**config.mk**
```make
export PLATFORM = sky130hd
export DESIGN_NAME = montgomery_top
export DESIGN_NICKNAME = d
export VERILOG_FILES = /design/src/rtl/montgomery_pkg.sv /design/src/rtl/montgomery_reduce.sv /design/src/rtl/montgomery_top.sv
export SDC_FILE = /design/constraint.sdc
export NUM_CORES = 1
export LEC_CHECK = 0
export ABC_AREA = 1
export CORE_UTILIZATION = 50
export DETAILED_ROUTE_END_ITERATION = 12
export PLACE_DENSITY_LB_ADDON = 0.05
export RECOVER_POWER = 25
export SLEW_MARGIN = 20
export SYNTH_ARGS = -nofsm -noshare
export SYNTH_HDL_FRONTEND = slang
export SYNTH_SLANG_ARGS = --single-unit
```
**constraint.sdc**
```tcl
create_clock -name clk -period 11.8 [get_ports clk]
set_clock_uncertainty 0.2 [all_clocks]
set_input_delay 2.95 -clock clk [delete_from_list [all_inputs] [get_ports clk]]
set_output_delay 2.95 -clock clk [all_outputs]
set_load 0.005 [all_outputs]
```
**src/rtl/montgomery_pkg.sv**
```systemverilog
// Shared constants and types for the q = 3329 Montgomery multiplier (R = 2^12).
package montgomery_pkg;

   localparam int W           = 12;
   localparam int Q           = 3329;
   localparam int QINV_NEG    = 3327;
   localparam int R_INV_MOD_Q = 2704;
   localparam int R_MOD_Q     = 767;
   localparam int LAT         = 3;

   typedef logic [W-1:0]   coef_t;
   typedef logic [2*W-1:0] prod_t;
   typedef logic [2*W:0]   sum_t;
   typedef logic [W:0]     red_t;

   localparam red_t Q_EXT = red_t'(Q);

   // u < 2Q for in-range operands, so a single conditional subtract fully reduces
   function automatic coef_t cond_sub_q(input red_t u);
      return (u >= Q_EXT) ? coef_t'(u - Q_EXT) : coef_t'(u);
   endfunction

endpackage

```
**src/rtl/montgomery_reduce.sv**
```systemverilog
// Montgomery reduction of a 24-bit product: quotient stage then add/shift/subtract stage.
module montgomery_reduce
   import montgomery_pkg::*;
(
   input  logic  clk,
   input  logic  rst_n,
   input  prod_t t_i,
   input  logic  valid_i,
   output coef_t r_o,
   output logic  valid_o,
   output logic  busy_o
);

   prod_t t2_q, t2_d;
   coef_t m_q, m_d;
   logic  v2_q, v2_d;
   coef_t r_q, r_d;
   logic  vo_q, vo_d;

   sum_t  sum_w;
   red_t  u_w;

   always_comb begin
      t2_d = t2_q;
      m_d  = m_q;
      v2_d = valid_i;
      if (valid_i) begin
         t2_d = t_i;
         m_d  = t_i[W-1:0] * coef_t'(QINV_NEG);
      end
   end

   // Low W bits of the sum are zero by choice of m; only the shifted part is kept
   always_comb begin
      sum_w = sum_t'(t2_q) + sum_t'(m_q) * sum_t'(Q);
      u_w   = red_t'(sum_w >> W);
   end

   always_comb begin
      r_d  = r_q;
      vo_d = v2_q;
      if (v2_q) begin
         r_d = cond_sub_q(u_w);
      end
   end

   always_ff @(posedge clk or negedge rst_n) begin
      if (!rst_n) begin
         t2_q <= '0;
         m_q  <= '0;
         v2_q <= 1'b0;
         r_q  <= '0;
         vo_q <= 1'b0;
      end else begin
         t2_q <= t2_d;
         m_q  <= m_d;
         v2_q <= v2_d;
         r_q  <= r_d;
         vo_q <= vo_d;
      end
   end

   assign r_o     = r_q;
   assign valid_o = vo_q;
   assign busy_o  = v2_q | vo_q;

endmodule

```
**src/rtl/montgomery_top.sv**
```systemverilog
// Streaming 12-bit Montgomery multiplier: r = a*b*R^-1 mod 3329, one pair per clock, latency 3.
module montgomery_top
   import montgomery_pkg::*;
(
   input  logic         clk,
   input  logic         rst_n,
   input  logic         en,
   input  logic [W-1:0] a,
   input  logic [W-1:0] b,
   output logic         busy,
   output logic         done,
   output logic [W-1:0] r
);

   coef_t a_q, a_d;
   coef_t b_q, b_d;
   logic  v0_q, v0_d;
   prod_t t_q, t_d;
   logic  v1_q, v1_d;
   logic  red_busy;

   // Operands are captured first so the multiplier sees registered inputs
   always_comb begin
      a_d  = a_q;
      b_d  = b_q;
      v0_d = en;
      if (en) begin
         a_d = a;
         b_d = b;
      end
   end

   always_comb begin
      t_d  = t_q;
      v1_d = v0_q;
      if (v0_q) begin
         t_d = prod_t'(a_q) * prod_t'(b_q);
      end
   end

   always_ff @(posedge clk or negedge rst_n) begin
      if (!rst_n) begin
         a_q  <= '0;
         b_q  <= '0;
         v0_q <= 1'b0;
         t_q  <= '0;
         v1_q <= 1'b0;
      end else begin
         a_q  <= a_d;
         b_q  <= b_d;
         v0_q <= v0_d;
         t_q  <= t_d;
         v1_q <= v1_d;
      end
   end

   montgomery_reduce u_reduce (
      .clk     (clk),
      .rst_n   (rst_n),
      .t_i     (t_q),
      .valid_i (v1_q),
      .r_o     (r),
      .valid_o (done),
      .busy_o  (red_busy)
   );

   assign busy = en | v0_q | v1_q | red_busy;

endmodule

```
# Word level (Yosys, flattened, before mapping)
# Index checks and enable logic that the tools add are counted.
# totals
input_bits	27
word_cells	21
out_inout_bits	14
regBits	100
# op_classes
n_bitwise	4
n_lt_le_gt_ge	1
addsub	2
mul	3
muxes	1
# op_table
cell	count
$add A24 B24 Y25	1
$mul A12 B12 Y24	1
$mul A12 B12 Y24 const B	1
$ge A13 B12 Y1 const B	1
$mul A12 B11 Y12 const B	1
$mux W12	1
$sub A12 B12 Y12 const B	1
$or A1 B1 Y1	4

# Longest topological paths before layout
# Gate-level depths: netlist of the first run.
# depth
ltp_word	4
mapped_depth	30
ltp_nobuf	30

# Modules after synthesis
# From an unflattened synthesis of the first run, not the netlist that was laid out.
# hier_totals
cells_unflattened	1717
hier_area_um2	13686.9
# by_module_without_submodules
mod	area_per_inst_um2	seq_area_each_um2	instances	cells_each
montgomery_top	6871.6	1251.2	1	865
montgomery_reduce	6815.3	1226.2	1	852

# Worst setup path after synthesis of the first run
# Ideal clock, no wire load.
# synth_path
path_type	input -> output
startpoint	in en
endpoint	out busy
t_arrival_ns	3.715
slack_ns	4.935
stages	4
required_ns	8.650
n_path_buf	2
cell_sequence	clkbuf_1 -> buf_1 -> nor3_1 -> nand3_1
# synth_between
elab_chain_cells	3
# synth_lines
item	line_no	text
start: declaration	montgomery_top.sv:7	input logic en,
$or A1 B1 Y1 (3 in a row)	montgomery_top.sv:67	assign busy = en | v0_q | v1_q | red_busy;
end: declaration	montgomery_top.sv:10	output logic busy,
# No other way between the ends.

# Final worst setup path of the first run
# Same ends and word-level chain as after synthesis.

==> results.md, run 1 <==
* Post-Route WL at 29.4 mm
* Seq/Total Area, Yosys at 18.6%
* Drt pass-1 iters at 9
* Crit Path Max Fanout at 28
* Largest net degree at the start of global routing at 69
* # rows at 59
* Max-slew violations at 33
* Core area at 26,100 um^2
* Initial Util at 51.0%
* CP delay by family, top: buffers and inverters
* Die ar. at 27,300 um^2
* First-pass GRT wire length at 50.2 mm
* Status: finished with violations
* Slew margin rel. at -15.7%
* Die Span Y at 165 um
* ANT cells at 0
* Via count at 10.1k
* Post-synth EDFFs at 0
* Top FF cell, synth: dfrtp_1
* Buf/Inv on CP at 3
* Min cycle time layout at 7.60 ns
* Synth cell count leaders: nand2_1 (493), inv_1 (359), ha_1 (186)
* Synth Cell Area at 13,300 um^2
* RSZ-0062 raised after global routing: no
* H-tree level count at 3
* Worst Path Required at 8.65 ns
* Share of Yosys cell area claimed by the top area cell type at 23.4%
* # IOs at 41
* Slew @ Worst Pin at 1.74 ns
* CTS Sinks at 99
* Flip-flop and latch area at 2480 um^2
* Top post-synthesis cells by area: fa_1 (23%), dfrtp_1 (19%), ha_1 (17%)
* CP startpoint kind: input pin
* DP Wirelength at 24.4 mm
* Reg clk slew, reported paths at 0.07 ns
* Number of routed nets with antenna violations at 0
* DR WL met3 at 777 um
* Ys Warns at 0
* Post-Synthesis Cells at 1,656
* Iteration-0 DRC count of the detailed router at 410
* Worst path arrival time at 4.45 ns
* Post-route DRC violation count at 2
* Endpoints failing setup at 0
* Yosys reg bits at 99
* TNS Setup at 0 ns
* Synth area leader: fa_1
* Crit end category: output port
* Post-CTS Setup Bufs at 0
* Clock buffer count from CTS at 9
* Async SR Flop Fraction at 100%
* IO buf count at 40
* Hold buffer count at cts at 0
* DIE WIDTH at 165 um
* Critical Path, Cell by Cell: clkdlybuf4s50_1, buf_4, nor3_1, nand3_1, clkdlybuf4s50_1
* Share of cells above drive strength 1 at 5.38%
* Placed cells at 1,991
* Final GP Congestion at 0.885
* Grt ovf at 0
* Clk Latency, worst-skew pair at 0.35 ns
* Post-Route M1 WL at 13.4 mm
* Fmax at 132 MHz
* Clock Path Buffers at 2
* Synth Net Count at 2,025
* Layout Cells excl Fill at 2,007
* Gr usage total at 23.5%
* FILL cells at 2,528
* Syn avg cell area at 8.05 um^2
* Multi-input gate area at 9280 um^2
* Vias in the first global route at 10.3k
* Initial antenna violation count at 0
* Met2 wire length at 14.6 mm
* Area Growth Syn to Fin at 7.32%
* Worst Hold Class: reg -> reg
* Hold Fails Final Rpt at 0
* Crit-path max cell delay at 0.53 ns
* Max-cap violations at 1
* Failing checks: DRC, capacitance limit, slew limit
* Drt wl/cell at 14.6 um
* CTS tree: yes
* Top Layer Used: met4
* Resize count post-CTS at 0
* Most used cell, CP: clkdlybuf4s50_1
* Final nets at 2,036
* Period utilization at 64.4%
* Most frequent cell after synthesis: nand2_1
* Worst Setup Path Type: in -> out
* Clk root buf: clkbuf_16
* Slowest cell on crit path: clkdlybuf4s50_1
* Count of cell types in the netlist at 42
* Avg Vias per Cell at 5.02
-- flip-flops by register name (all words and copies together) (netlist names) --
signal / flops
b_q: 12
u_reduce.r_o: 12
u_reduce.v2_q: 1
u_reduce.t2_q: 23
v0_q: 1
t_q: 24
u_reduce.valid_o: 1
a_q: 12
u_reduce.m_q: 12
v1_q: 1
-- area by class of cell --
class / instances / share of cell area (%)
Timing Repair Buffer: 44 / 2.91
Sequential cell: 99 / 17.3
Tap cell: 335 / 2.93
Multi-Input combinational cell: 1146 / 64.9
Clock inverter: 7 / 0.674
Inverter: 367 / 9.65
Clock buffer: 9 / 1.58
-- path summary, 6_finish.rpt --
check,depth (start not counted),endpoint,slack (ns),start
setup reg to reg,20,t_q[23]$_DFFE_PN0P_,5.93,a_q[3]$_DFFE_PN0P_
max in group asynchronous,2,u_reduce.m_q[7]$_DFFE_PN0P_,6.83,rst_n
setup / recovery,5,busy,4.20,en
hold reg to reg,2,u_reduce.t2_q[1]$_DFFE_PN0P_,0.28,u_reduce.t2_q[1]$_DFFE_PN0P_
hold / removal,2,u_reduce.t2_q[1]$_DFFE_PN0P_,0.28,u_reduce.t2_q[1]$_DFFE_PN0P_
min in group asynchronous,1,u_reduce.r_o[3]$_DFFE_PN0P_,2.85,rst_n
-- per-layer routing --
| metal | global-route usage, % | up-vias |
|---|---|---|
| met5 | 0 | - |
| met2 | 41.8 | 134 |
| met1 | 30.5 | 4862 |
| met4 | 5.92 | 0 |
| met3 | 2.22 | 35 |
| li1 | - | 5049 |
-- cell usage in the layout (no fill, tap or decap), types with 4 or more instances in the layout --
cell / netlist / routed
nand3_1: 50 / 50
nand2_2: 15 / 15
nor3_1: 6 / 6
nor2_4: 4 / 4
mux2_2: 22 / 22
clkdlybuf4s50_1: 0 / 39
dfrtp_1: 99 / 99
ha_1: 186 / 186
nor2_1: 38 / 38
inv_2: 6 / 6
fa_1: 156 / 156
o21ai_0: 42 / 42
nor2_2: 7 / 7
a21oi_1: 40 / 40
xnor2_1: 19 / 19
inv_1: 359 / 359
nand3_2: 6 / 6
xor2_1: 16 / 16
nand2_1: 493 / 493
a31oi_1: 5 / 5
clkbuf_16: 0 / 9
nand4_1: 12 / 12
-- tightest hold or removal path, stage by stage (launching register included) --
cell	delay (ns)
dfrtp_1	0.35
nand2_1	0.06
nand2_1	0.05
-- stage by stage --
| step | utilization [%] | instance area, um^2 | setup slack [ns] | hold WS [ns] |
|---|---|---|---|---|
| floorplan | - | 13300 | 4.94 | 0.152 |
| global placement | 53.5 | 14000 | 4.20 | 0.258 |
| detailed placement | 53.5 | 14000 | 4.22 | 0.266 |
| CTS | 54.8 | 14300 | 4.21 | 0.282 |
| global route | 54.7 | 14300 | 4.13 | 0.291 |
| finish | 54.7 | 14300 | 4.20 | 0.280 |
-- kinds of logic after synthesis --
family                     after synthesis  synth area share [%]
and+or+nand+nor                        642                  20.2
buffers and inverters                  411                  11.7
adders and majority gates              342                  40.9
AOI/OAI and AO/OA                      105                  4.42
DFF                                     99                  18.6
xor gates and xnor gates                35                  2.30
muxes                                   22                  1.86
Power of run 1 is left out: the tool's default activity adds up to more than one toggle a clock period on the data nets, which glitch-free logic cannot reach.
==> inputs of run 2 (changes only) <==
- clock period: 11.8 -> 6.4 ns (I/O delays scaled with it)
==> results.md, run 2 (same netlist as run 1, synthesis figures left out) <==
* Fmax at 173 MHz
* Resize count post-CTS at 0 (unchanged)
* CTS Sinks at 99 (unchanged)
* Hold buffer count at cts at 0 (unchanged)
* RSZ-0062 raised after global routing: no
* Crit end category: flop
* Worst Setup EP: t_q[23]$_DFFE_PN0P_
* CTS tree: yes
* Most frequent cells in the layout: nand2_1 (493), inv_1 (359), ha_1 (186)
* DIE WIDTH at 165 um (unchanged)
* Gr usage total at 24.4% (+0.92 points)
* Status: finished with violations
* Area Growth Syn to Fin at 7.56%
* # IOs at 41 (unchanged)
* TNS Setup at 0 ns (unchanged)
* CP startpoint kind: flop
* Slew margin rel. at -48.6% (-33 points)
* # rows at 59 (unchanged)
* Final GP Congestion at 0.929 (+4.9%)
* Clk root buf: clkbuf_16
* Final nets at 2,041 (+0.25%)
* Min cycle time layout at 5.79 ns
* Post-route DRC violation count at 2 (unchanged)
* Share of cells above drive strength 1 at 5.66% (+0.28 points)
* Post-CTS Setup Bufs at 0 (unchanged)
* ANT cells at 0 (unchanged)
* Period utilization at 90.4%
* Regs by FF count: t_q (24), u_reduce.t2_q (23)
* R2R Path End: t_q[23]$_DFFE_PN0P_
* Worst path arrival time at 5.80 ns (+1.35 ns)
* Initial Util at 51.0% (unchanged)
* Max reg flops at 24 (unchanged)
* Clk Latency, worst-skew pair at 0.36 ns (about the same)
* First-pass GRT wire length at 51.1 mm (+1.7%)
* Clock buffer count from CTS at 9 (unchanged)
* Die ar. at 27,300 um^2 (unchanged)
* Clock Path Buffers at 2 (unchanged)
* Design Area, Final at 14,300 um^2 (+0.23%)
* Worst Path Required at 6.41 ns (-2.24 ns)
* Grt ovf at 0 (unchanged)
* Iteration-0 DRC count of the detailed router at 491 (+20%)
* Vias in the first global route at 10.1k (-1.8%)
* Critical Path, Cell by Cell: nand2_1, fa_1, inv_1, fa_1, inv_1, fa_1, inv_1, fa_1, inv_1, fa_1, inv_1, ha_1, nand2_1, nor4_1, nand4_1, nand3_1, a21oi_1, o21bai_1, or2_2, a31oi_1
* Register-to-Register Setup Slack at 0.61 ns (-5.32 ns)
* Reg2reg path depth at 20 (unchanged)
* Top reg by flops: t_q
* Crit Path Max Fanout at 13 (-54%)
* H-tree level count at 3 (unchanged)
* FILL cells at 2,489 (-1.5%)
* IO buf count at 40 (unchanged)
* Post-place instance area at 14,000 um^2 (+0.27%)
* Core area at 26,100 um^2 (unchanged)
* Slew @ Worst Pin at 2.23 ns (+0.494 ns)
* Reg clk slew, reported paths at 0.08 ns (about the same)
* Die Span Y at 165 um (unchanged)
* Failing checks: DRC, capacitance limit, slew limit
* CP Launch Point: a_q[3]$_DFFE_PN0P_
* Worst Setup Path Type: reg -> reg
* Worst Hold Class: reg -> reg
* Via count at 10.1k (-0.22%)
* Number of routed nets with antenna violations at 0 (unchanged)
* Endpoints failing setup at 0 (unchanged)
* Crit-path max cell delay at 0.66 ns (+0.13 ns)
* Drt wl/cell at 15.3 um (+4.7%)
* Commonest non-fill, non-tap cell in the layout: nand2_1
* Avg Vias per Cell at 5.00 (-0.47%)
* DP Wirelength at 25.8 mm (+5.6%)
* Initial antenna violation count at 0 (unchanged)
* Max-cap violations at 1 (unchanged)
* Hold Fails Final Rpt at 0 (unchanged)
* Slowest cell on crit path: dfrtp_1
* Largest net degree at the start of global routing at 60 (-13%)
* Max-slew violations at 42 (+27%)
* FF-to-FF Start: a_q[3]$_DFFE_PN0P_
* Post-Route WL at 30.8 mm (+4.9%)
* Drt pass-1 iters at 9 (unchanged)
run 2: worst min path at each step:
stage	start	to	slack, ns	cells after the start
floorplan	v0_q$_DFF_PN0_	v1_q$_DFF_PN0_	0.15	0
global placement	u_reduce.t2_q[3]$_DFFE_PN0P_	u_reduce.t2_q[3]$_DFFE_PN0P_	0.26	2
detailed placement	u_reduce.t2_q[3]$_DFFE_PN0P_	u_reduce.t2_q[3]$_DFFE_PN0P_	0.26	2
CTS	u_reduce.t2_q[3]$_DFFE_PN0P_	u_reduce.t2_q[3]$_DFFE_PN0P_	0.28	2
global route	u_reduce.t2_q[3]$_DFFE_PN0P_	u_reduce.t2_q[3]$_DFFE_PN0P_	0.30	2
finish	t_q[17]$_DFFE_PN0P_	u_reduce.t2_q[17]$_DFFE_PN0P_	0.28	2
run 2: cell type report:
type                            count  area [um^2]  area share [%]
Timing Repair Buffer               49          454            3.17
Clock buffer                       10          239            1.67
Clock inverter                      6         77.6           0.541
Inverter                          367         1380            9.63
Sequential cell                    99         2480            17.3
Tap cell                          335          419            2.92
Multi-Input combinational cell   1146         9280            64.8
run 2: critical path: cells and delay by family, from the launching register on:
family,cells,cell delay (ns)
DFF,1,0.66
AOI/OAI and AO/OA,3,0.28
buffers and inverters,5,0.26
and+or+nand+nor,6,1.16
adders and majority gates,6,3.06
run 2: through the flow:
step / cells / utilization, % / hold slack (ns) / setup WS, ns
after floorplan: 1656 / - / 0.152 / 1.04
after detailed placement: 1996 / 53.7 / 0.265 / 0.617
after global routing: 2012 / 54.8 / 0.304 / 0.187
final: 2012 / 54.8 / 0.281 / 0.612
after global placement: 1996 / 53.7 / 0.259 / 0.791
after CTS: 2012 / 54.9 / 0.284 / 0.638
run 2: layer usage:
| layer | track usage (%) | up-vias | share of wire (%) | routed length [um] |
|---|---|---|---|---|
| li1 | - | 5065 | - | - |
| met1 | 32.4 | 4819 | 46 | 14300 |
| met2 | 41.8 | 127 | 49 | 15000 |
| met3 | 2.30 | 47 | 2.3 | 718 |
| met4 | 7.96 | 0 | 2.7 | 826 |
| met5 | 0 | - | 0 | 0 |
Power of run 2 is left out for the same reason.
==> inputs of run 3 (changes only) <==
--- a/constraint.sdc
+++ b/constraint.sdc
@@ -4,2 +4,2 @@
 set_output_delay 1.6 -clock clk [all_outputs]
-set_load 0.005 [all_outputs]
+set_load 0.01 [all_outputs]
==> results of run 3 <==
Same layout as run 2: the final DEF is identical, and so are final timing and power.
Power of run 3 is left out for the same reason.
